==> src/rtl/multicycle_control_fsm_pkg.sv <==
// Shared encodings for the multi-cycle control unit: opcodes, ALU functions,
// write-back selects, the FSM state enum and the registered control bundle.
package multicycle_control_fsm_pkg;

    localparam logic [5:0] OP_RTYPE = 6'd0;
    localparam logic [5:0] OP_ITYPE = 6'd1;
    localparam logic [5:0] OP_LW    = 6'd2;
    localparam logic [5:0] OP_SW    = 6'd3;
    localparam logic [5:0] OP_BR    = 6'd4;
    localparam logic [5:0] OP_J     = 6'd5;
    localparam logic [5:0] OP_JR    = 6'd6;
    localparam logic [5:0] OP_JAL   = 6'd7;

    localparam int ALU_ADD = 0;
    localparam int ALU_SUB = 1;

    localparam logic [1:0] REG_RD   = 2'd0;
    localparam logic [1:0] REG_RT   = 2'd1;
    localparam logic [1:0] REG_LINK = 2'd2;

    localparam logic [1:0] MTR_ALU = 2'd0;
    localparam logic [1:0] MTR_MEM = 2'd1;
    localparam logic [1:0] MTR_PC4 = 2'd2;

    typedef enum logic [2:0] {
        FETCH,
        DECODE,
        EXEC,
        MEM,
        WB,
        ERROR
    } state_t;

    typedef struct packed {
        logic [1:0] reg_select;
        logic       writes;
        logic       mem_r;
        logic       mem_w;
        logic [1:0] mem_to_reg;
        logic       alu_src;
        logic       comp_sel;
        logic       branch;
        logic       jump_to_reg;
        logic       label;
    } ctrl_t;

endpackage

==> src/rtl/multicycle_control_fsm_instr_decoder.sv <==
// Combinational opcode/funct decode into the control bundle and ALU function;
// flags any opcode outside the supported set as illegal.
module instr_decoder
    import multicycle_control_fsm_pkg::*;
#(
    parameter int ALUOP_W = 5
) (
    input  logic [5:0]         opcode,
    input  logic [5:0]         funct,
    output ctrl_t              ctrl,
    output logic [ALUOP_W-1:0] alu_op,
    output logic               illegal
);

    // funct[5] carries no meaning for any supported class.
    logic funct_unused;
    assign funct_unused = funct[5];

    always_comb begin
        // NOTE: every output gets a default before the case so no path can
        // leave one unassigned and infer a latch.
        ctrl    = '0;
        alu_op  = '0;
        illegal = 1'b0;
        case (opcode)
            OP_RTYPE: begin
                alu_op          = ALUOP_W'(funct[4:0]);
                ctrl.reg_select = REG_RD;
                ctrl.mem_to_reg = MTR_ALU;
                ctrl.writes     = 1'b1;
            end
            OP_ITYPE: begin
                alu_op          = ALUOP_W'(funct[4:0]);
                ctrl.alu_src    = 1'b1;
                ctrl.reg_select = REG_RT;
                ctrl.mem_to_reg = MTR_ALU;
                ctrl.writes     = 1'b1;
            end
            OP_LW: begin
                alu_op          = ALUOP_W'(ALU_ADD);
                ctrl.alu_src    = 1'b1;
                ctrl.mem_r      = 1'b1;
                ctrl.mem_to_reg = MTR_MEM;
                ctrl.reg_select = REG_RT;
                ctrl.writes     = 1'b1;
            end
            OP_SW: begin
                alu_op       = ALUOP_W'(ALU_ADD);
                ctrl.alu_src = 1'b1;
                ctrl.mem_w   = 1'b1;
            end
            OP_BR: begin
                alu_op        = ALUOP_W'(ALU_SUB);
                ctrl.branch   = 1'b1;
                ctrl.comp_sel = funct[0];
            end
            OP_J:  ctrl.label       = 1'b1;
            OP_JR: ctrl.jump_to_reg = 1'b1;
            OP_JAL: begin
                ctrl.label      = 1'b1;
                ctrl.reg_select = REG_LINK;
                ctrl.mem_to_reg = MTR_PC4;
                ctrl.writes     = 1'b1;
            end
            default: illegal = 1'b1;
        endcase
    end

endmodule

==> src/rtl/multicycle_control_fsm.sv <==
// Multi-cycle control FSM: FETCH/DECODE/EXEC/MEM/WB sequencing with req/ack
// memory handshakes, bounded waits, sticky bus error and a retire counter.
module multicycle_control_fsm
    import multicycle_control_fsm_pkg::*;
#(
    parameter int ALUOP_W = 5,
    parameter int TIMEOUT = 16,
    parameter int CNT_W   = 32
) (
    input  logic               clk,
    input  logic               rst,
    input  logic [5:0]         opcode,
    input  logic [5:0]         funct,
    output logic               imem_req,
    input  logic               imem_ack,
    output logic               dmem_req,
    input  logic               dmem_ack,
    output logic               ir_we,
    output logic               pc_we,
    output logic [1:0]         reg_select,
    output logic               reg_w,
    output logic               mem_r,
    output logic               mem_w,
    output logic [1:0]         mem_to_reg,
    output logic               alu_src,
    output logic [ALUOP_W-1:0] alu_op,
    output logic               comp_sel,
    output logic               branch,
    output logic               jump_to_reg,
    output logic               label,
    output logic               illegal,
    output logic               bus_err,
    output logic [CNT_W-1:0]   retired
);

    localparam int WAIT_W = $clog2(TIMEOUT + 1);
    localparam logic [WAIT_W-1:0] WAIT_LAST = WAIT_W'(TIMEOUT - 1);

    state_t             state;
    state_t             state_next;
    logic [WAIT_W-1:0]  wait_cnt;
    ctrl_t              ctrl_q;
    logic [ALUOP_W-1:0] alu_op_q;
    ctrl_t              dec_ctrl;
    logic [ALUOP_W-1:0] dec_alu_op;
    logic               dec_illegal;
    logic               run;

    instr_decoder #(.ALUOP_W(ALUOP_W)) u_decoder (
        .opcode  (opcode),
        .funct   (funct),
        .ctrl    (dec_ctrl),
        .alu_op  (dec_alu_op),
        .illegal (dec_illegal)
    );

    always_comb begin
        state_next = state;
        case (state)
            FETCH: begin
                if (imem_ack)                   state_next = DECODE;
                else if (wait_cnt == WAIT_LAST) state_next = ERROR;
            end
            DECODE:  state_next = dec_illegal ? FETCH : EXEC;
            EXEC:    state_next = (ctrl_q.mem_r || ctrl_q.mem_w) ? MEM : WB;
            MEM: begin
                // An ack on the final allowed cycle wins over the timeout.
                if (dmem_ack)                   state_next = WB;
                else if (wait_cnt == WAIT_LAST) state_next = ERROR;
            end
            WB:      state_next = FETCH;
            ERROR:   state_next = ERROR;
            default: state_next = FETCH;
        endcase
    end

    always_ff @(posedge clk) begin
        // NOTE: state is updated with non-blocking assignments so every
        // register samples pre-edge values regardless of statement order.
        if (rst) begin
            state    <= FETCH;
            wait_cnt <= '0;
            // NOTE: the bundle register is reset because it drives outputs
            // directly and must read 0 straight out of reset.
            ctrl_q   <= '0;
            alu_op_q <= '0;
            bus_err  <= 1'b0;
            retired  <= '0;
        end else begin
            state <= state_next;

            if (state_next != state)
                wait_cnt <= '0;
            else if (state == FETCH || state == MEM)
                wait_cnt <= wait_cnt + WAIT_W'(1);

            if (state == DECODE) begin
                ctrl_q   <= dec_ctrl;
                alu_op_q <= dec_alu_op;
            end

            if (state_next == ERROR && state != ERROR) begin
                bus_err  <= 1'b1;
                ctrl_q   <= '0;
                alu_op_q <= '0;
            end

            if (state == WB)
                retired <= retired + CNT_W'(1);
        end
    end

    // Strobes are masked while reset is held so the aborted access drops at once.
    assign run = ~rst;

    assign imem_req = run & (state == FETCH);
    assign ir_we    = run & (state == FETCH) & imem_ack;
    assign dmem_req = run & (state == MEM);
    assign mem_r    = run & (state == MEM) & ctrl_q.mem_r;
    assign mem_w    = run & (state == MEM) & ctrl_q.mem_w;
    assign reg_w    = run & (state == WB) & ctrl_q.writes;
    assign illegal  = run & (state == DECODE) & dec_illegal;
    assign pc_we    = run & ((state == WB) | ((state == DECODE) & dec_illegal));

    assign reg_select  = ctrl_q.reg_select;
    assign mem_to_reg  = ctrl_q.mem_to_reg;
    assign alu_src     = ctrl_q.alu_src;
    assign comp_sel    = ctrl_q.comp_sel;
    assign branch      = ctrl_q.branch;
    assign jump_to_reg = ctrl_q.jump_to_reg;
    assign label       = ctrl_q.label;
    assign alu_op      = alu_op_q;

endmodule

==> config.mk <==
export PLATFORM = sky130hd
export DESIGN_NAME = multicycle_control_fsm
export DESIGN_NICKNAME = d
export VERILOG_FILES = /design/src/rtl/multicycle_control_fsm_pkg.sv /design/src/rtl/multicycle_control_fsm_instr_decoder.sv /design/src/rtl/multicycle_control_fsm.sv
export SDC_FILE = /design/constraint.sdc
export NUM_CORES = 1
export LEC_CHECK = 0
export BUFFER_PORTS_ARGS = -buffer_cell sky130_fd_sc_hd__buf_2
export CORE_MARGIN = 2
export CORE_UTILIZATION = 45
export DETAILED_ROUTE_END_ITERATION = 7
export PLACE_DENSITY = 0.7
export SLEW_MARGIN = 20
export SYNTH_ARGS = -nofsm -noshare
export SYNTH_HDL_FRONTEND = slang
export SYNTH_SLANG_ARGS = --single-unit
==> constraint.sdc <==
create_clock -name clk -period 3 [get_ports clk]
set_input_delay 0.75 -clock clk [delete_from_list [all_inputs] [get_ports clk]]
set_output_delay 0.75 -clock clk [all_outputs]
set_load 0.01 [all_outputs]
Word-level counts from Yosys, hierarchy flattened

Index checks and enable logic that the tools add are counted.
W data, S select, Z words.

Add/sub/neg operators: 2
Eq/ne operators: 16
Mux-type cells: 16
Bitwise gates (word level): 13
Reductions and logical operators: 12

Operator list:

| operator                | number |
|---|---|
| $add A32 B1 Y32 const B | 1 |
| $eq A6 B3 Y1 const B    | 4 |
| $pmux W3 S5             | 1 |
| $eq A6 B2 Y1 const B    | 2 |
| $mux W3                 | 4 |
| $and A1 B1 Y1           | 11 |
| $pmux W5 S2             | 1 |
| $reduce_or A2 Y1        | 5 |
| $eq A3 B3 Y1 const B    | 3 |
| $pmux W3 S3             | 1 |
| $reduce_or A8 Y1        | 1 |
| $eq A3 B2 Y1 const B    | 2 |
| $eq A6 B1 Y1 const B    | 1 |
| $logic_not A6 Y1        | 1 |
| $mux W1                 | 6 |
| $add A5 B1 Y5 const B   | 1 |
| $eq A5 B4 Y1 const B    | 1 |
| $mux W2                 | 2 |
| $pmux W2 S2             | 1 |
| $eq A3 B1 Y1 const B    | 1 |
| $logic_not A3 Y1        | 1 |
| $ne A3 B3 Y1            | 1 |
| $ne A3 B3 Y1 const B    | 1 |
| $reduce_or A3 Y1        | 1 |
| other kinds (4)         | 5 |

Register bits: 58
Output and inout port bits: 55
Word-level logic and storage cells: 74

Depth between registers and ports, before layout

Depth after elaboration: 7
Depth in mapped cells: 8

Cells and area by module

Synthesis repeated with hierarchy kept, for this count alone.

Cell total of the unflattened synthesis: 348
Area total of the unflattened synthesis: 2964.1 sq um

Modules (own cells, without submodules):

| module                 | times used | cells an instance | area an instance (sq um) | seq. area each (sq um) |
|---|---|---|---|---|
| multicycle_control_fsm | 1          | 315               | 2741.4                   | 1161.1 |
| instr_decoder          | 1          | 33                | 222.7                    | 0.0 |

Worst setup path before layout

No wires, ideal clock.

Path kind: input -> output
From: in rst
To: out ir_we
Data arrival time: 1536 ps
Setup slack: 714 ps
Stages on the path: 3
Buffers on the path: 1
Cell sequence: clkbuf_1 -> nor4_1 -> and2_1

Word-level cells in the longest chain between the ends: 3

Ends and longest elaborated chain:

| element         | RTL line                      | RTL |
|---|---|---|
| start, declared | multicycle_control_fsm.sv:11  | `input logic rst,` |
| $not A1 Y1      | multicycle_control_fsm.sv:114 | `assign run = ~rst;` |
| $and A1 B1 Y1   | --                            |  |
| net imem_req    | multicycle_control_fsm.sv:14  | `output logic imem_req,` |
| $and A1 B1 Y1   | multicycle_control_fsm.sv:117 | `assign ir_we = run & (state == FETCH) & imem_ack;` |
| end, declared   | multicycle_control_fsm.sv:18  | `output logic ir_we,` |

The timed path passes the listed nets, and every way through them passes these cells.

Worst setup path after layout

From: reg state[1]
To: out mem_r

Word-level cells in the longest chain between the ends: 3

Ends and longest elaborated chain:

| element                    | RTL line                      | RTL |
|---|---|---|
| start, declared            | multicycle_control_fsm.sv:39  | `state_t state;` |
| start signal, assigned     | multicycle_control_fsm.sv:90  | `state <= state_next;` |
| $eq A3 B2 Y1               | multicycle_control_fsm.sv:119 | `assign mem_r = run & (state == MEM) & ctrl_q.mem_r;` |
| $and A1 B1 Y1 (2 in a row) | multicycle_control_fsm.sv:119 |  |
| end, declared              | multicycle_control_fsm.sv:22  | `output logic mem_r,` |

Every way passes these cells.

==> flow_metrics.py <==
metrics = {
    "outcome": {
        "status": "finished clean",
    },
    "routing": {
        "first_pass_iters": 4,
        "viasPerCell": 5.50,
        "route.detailed.drc": 0,
        "drt_iter0_markers": 89,
        "vias": 2587,
        "ant_nets": 0,
        "wirelength_mm": 6.15,
        "wl_per_cell_um": 13.1,
    },
    "floorplan": {
        "die_h_um": 81.9,
        "pin_count": 71,
        "core-area_um2": 5890,
        "fp.dieW_um": 81.9,
        "placement_rows": 28,
        "start_util_pct": 46.4,
        "dieArea_um2": 6710,
    },
    "job": {
        "maxCapViolCount": 0,
    },
    "placement": {
        "dp_hpwl_mm": 4.18,
        "place_area_um2": 3110,
        "routabilityCongestion": 0.732,
        "placed_cells": 454,
        "place_ws_ns": 0.466,
        "place.port_buffers": 69,
    },
    "setup_path": {
        "crit_cells": 5,
        "critPathMaxFanout": 8,
        "crit_slowest_cell": "dfxtp_1",
        "crit_family": "simple AND/OR/NAND/NOR gates",
        "worst-r2r-setup-slack_ns": 0.56,
        "r2r_end": "retired[15]",
        "r2r_start": "state[1]",
        "slowest_delay_ns": 0.44,
        "critPathBufInv": 2,
        "worstSetupEndpointType": "output pin",
        "crit_type": "reg2out",
        "reg2reg_depth": 4,
        "cp_cell_sequence": "buf_4, nor2b_1, and3b_1, and2_1, buf_2",
        "crit_required_ns": 2.25,
        "crit_arrival_ns": 1.78,
        "critPathLaunchType": "flip-flop",
    },
    "logic_synthesis": {
        "synth_mux_area_share_pct": 0,
        "ys.flop_type": "dfxtp_1",
        "ys_warn_count": 0,
        "synth_nets": 347,
        "async_flop_share_pct": 0,
        "synth_edf_count": 0,
        "netlist_area_um2": 2730,
        "netlist-cell-type-count": 42,
        "synth_xor_area_share_pct": 5.45,
        "yosysSeqAreaShare_pct": 41.8,
        "yosys.area_share.simple_pct": 29.0,
        "synth_top_family_by_area": "simple AND/OR/NAND/NOR gates",
        "ys_ff_latch": 57,
        "synth-adder-area-share_pct": 1.37,
        "synth_compound_area_share_pct": 17.7,
        "synth_cells": 328,
        "syn_area_per_cell_um2": 8.33,
    },
    "cts": {
        "cts_setup_buffers": 0,
        "hold_buffers": 0,
        "cts_tree": "yes",
        "cts_resized": 0,
        "cts.sinks": 57,
        "cts_buffer_depth": 2,
        "h-tree-depth": 3,
        "clk_latency_ns": 0.33,
        "clkSlewWorstSetupHoldPaths_ns": 0.06,
        "cts_buffers": 9,
        "root_buffer": "clkbuf_8",
    },
    "power_and_ir_drop": {
        "p_switching_mw": 0.346,
        "p_int_mw": 1.24,
        "p_seq_share_pct": 48.2,
        "netSwitchingFraction_pct": 21.8,
        "p_per_area_nw_per_um2": 477,
        "power_leakage_nw": 1.30,
        "pwr-share-comb_pct": 4.9,
        "power.share.clock_pct": 47.0,
        "ir_drop_uv": 326,
        "power_mw": 1.59,
    },
    "sta": {
        "timing.hold.ws_ns": 0.448,
        "max_freq_ghz": 0.395,
        "fin_crit_ns": 2.53,
        "relSlewSlack_pct": 57.2,
        "final-hold-violation-count": 0,
        "slew_violations": 0,
        "finalCritPeriodShare_pct": 84.4,
        "finClkSkew_ns": 0.00663,
        "rsz0062_at_grt": "false",
        "setup-tns-final_ns": 0,
        "setup_violations": 0,
        "tightestPinTransition_ns": 0.640,
        "fin_ws_ns": 0.467,
    },
    "global_route": {
        "antenna_found_initial": 0,
        "grt_max_degree": 34,
        "grt_pass1_vias": 2234,
        "grt_pass1_wl_mm": 9.98,
        "grt_usage_pct": 19.2,
        "overflow": 0,
    },
    "worst_hold_path": {
        "worst_hold_path_type": "reg2reg",
        "hold_path_end": "comp_sel",
        "holdPathStages": 2,
        "hold_start": "comp_sel",
    },
    "finish": {
        "antenna_cells": 0,
        "regMostFlops": "retired",
        "final_common_cell": "buf_2",
        "instances_no_fill": 470,
        "largest_reg_flops": 32,
        "final_nets": 409,
        "final_cell_mix": "69 x buf_2, 57 x dfxtp_1, 33 x a21oi_1",
        "syn2layout_area_growth_pct": 21.7,
        "drive_gt1_share_pct": 24.3,
        "fin_area_um2": 3320,
        "fin_util_pct": 56.5,
    },
}
## worst reg2reg max path: cells and delay by family (launching register included)
| family | cells | cell delay (ns) |
|---|---|---|
| flops | 1 | 0.37 |
| compound gates | 1 | 0.15 |
| simple gates | 3 | 1.87 |
## power by group through the flow
stage               Sequential, mW  Combinational (mW)  Clock (mW)
floorplan                    0.781              0.0496           0
global placement             0.781              0.0761           0
detailed placement           0.781              0.0767           0
CTS                          0.764              0.0771       0.764
global route                 0.764              0.0870       0.795
finish                       0.765              0.0773       0.745
## per-layer routing
metal,share of wire [%],global-route usage [%]
met5,0,0
met2,45,31.3
met4,1.4,7.50
met3,5.5,5.49
met1,48,24.0
## cells by family after synthesis
kind of cell,Yosys count
xor gates and xnor gates,17
buffers and inverters,30
adders and majority gates,3
and+or+nand+nor,145
DFF,57
AOI/OAI and AO/OA,76
## worst max-delay path by stage
stage	startpoint	end	slack, ns
6_report	state[1]	mem_r	0.47
5_1_grt	wait_cnt[0]	wait_cnt[4]	0.34
4_1_cts	wait_cnt[0]	alu_op[0]	0.44
3_5_place_dp	wait_cnt[0]	alu_op[0]	0.47
3_3_place_gp	wait_cnt[0]	alu_op[0]	0.47
2_1_floorplan	rst	ir_we	0.71
## Yosys cell counts, drive strengths merged (2+ instances only)
library cell  instances  share of area (%)
a211oi                2               0.55
a21oi                33                6.0
a221oi                2               0.64
a22oi                 9                2.5
and2                  6                1.4
and3                  2               0.46
and4                  4                1.3
buf                   7                1.6
clkbuf               18                2.5
dfxtp                57                 42
ha                    3                1.4
inv                   5               0.69
nand2                25                3.4
nand2b                2               0.46
nand3                14                2.6
nand4                 9                2.1
nor2                 31                4.3
nor2b                 3               0.69
nor3                  7                1.3
nor3b                 5                1.4
nor4                  6                1.4
o21ai                 5               0.92
o21ba                 2               0.73
o21bai                2               0.55
o31ai                17                4.7
or3                   7                1.6
or3b                  3               0.96
or4                  17                4.7
xnor2                12                3.8
xor2                  5                1.6
## area by class of cell
| class | count | area [um2] |
|---|---|---|
| clock buffers | 14 | 173 |
| flip-flops and latches | 57 | 1140 |
| clock inverters | 2 | 35.0 |
| fillers | 547 | 2560 |
| well taps | 75 | 93.8 |
| repair buffers | 76 | 398 |
| multi-input cells | 241 | 1470 |
| inverters | 5 | 18.8 |
(Power assumes the default switching activity.)
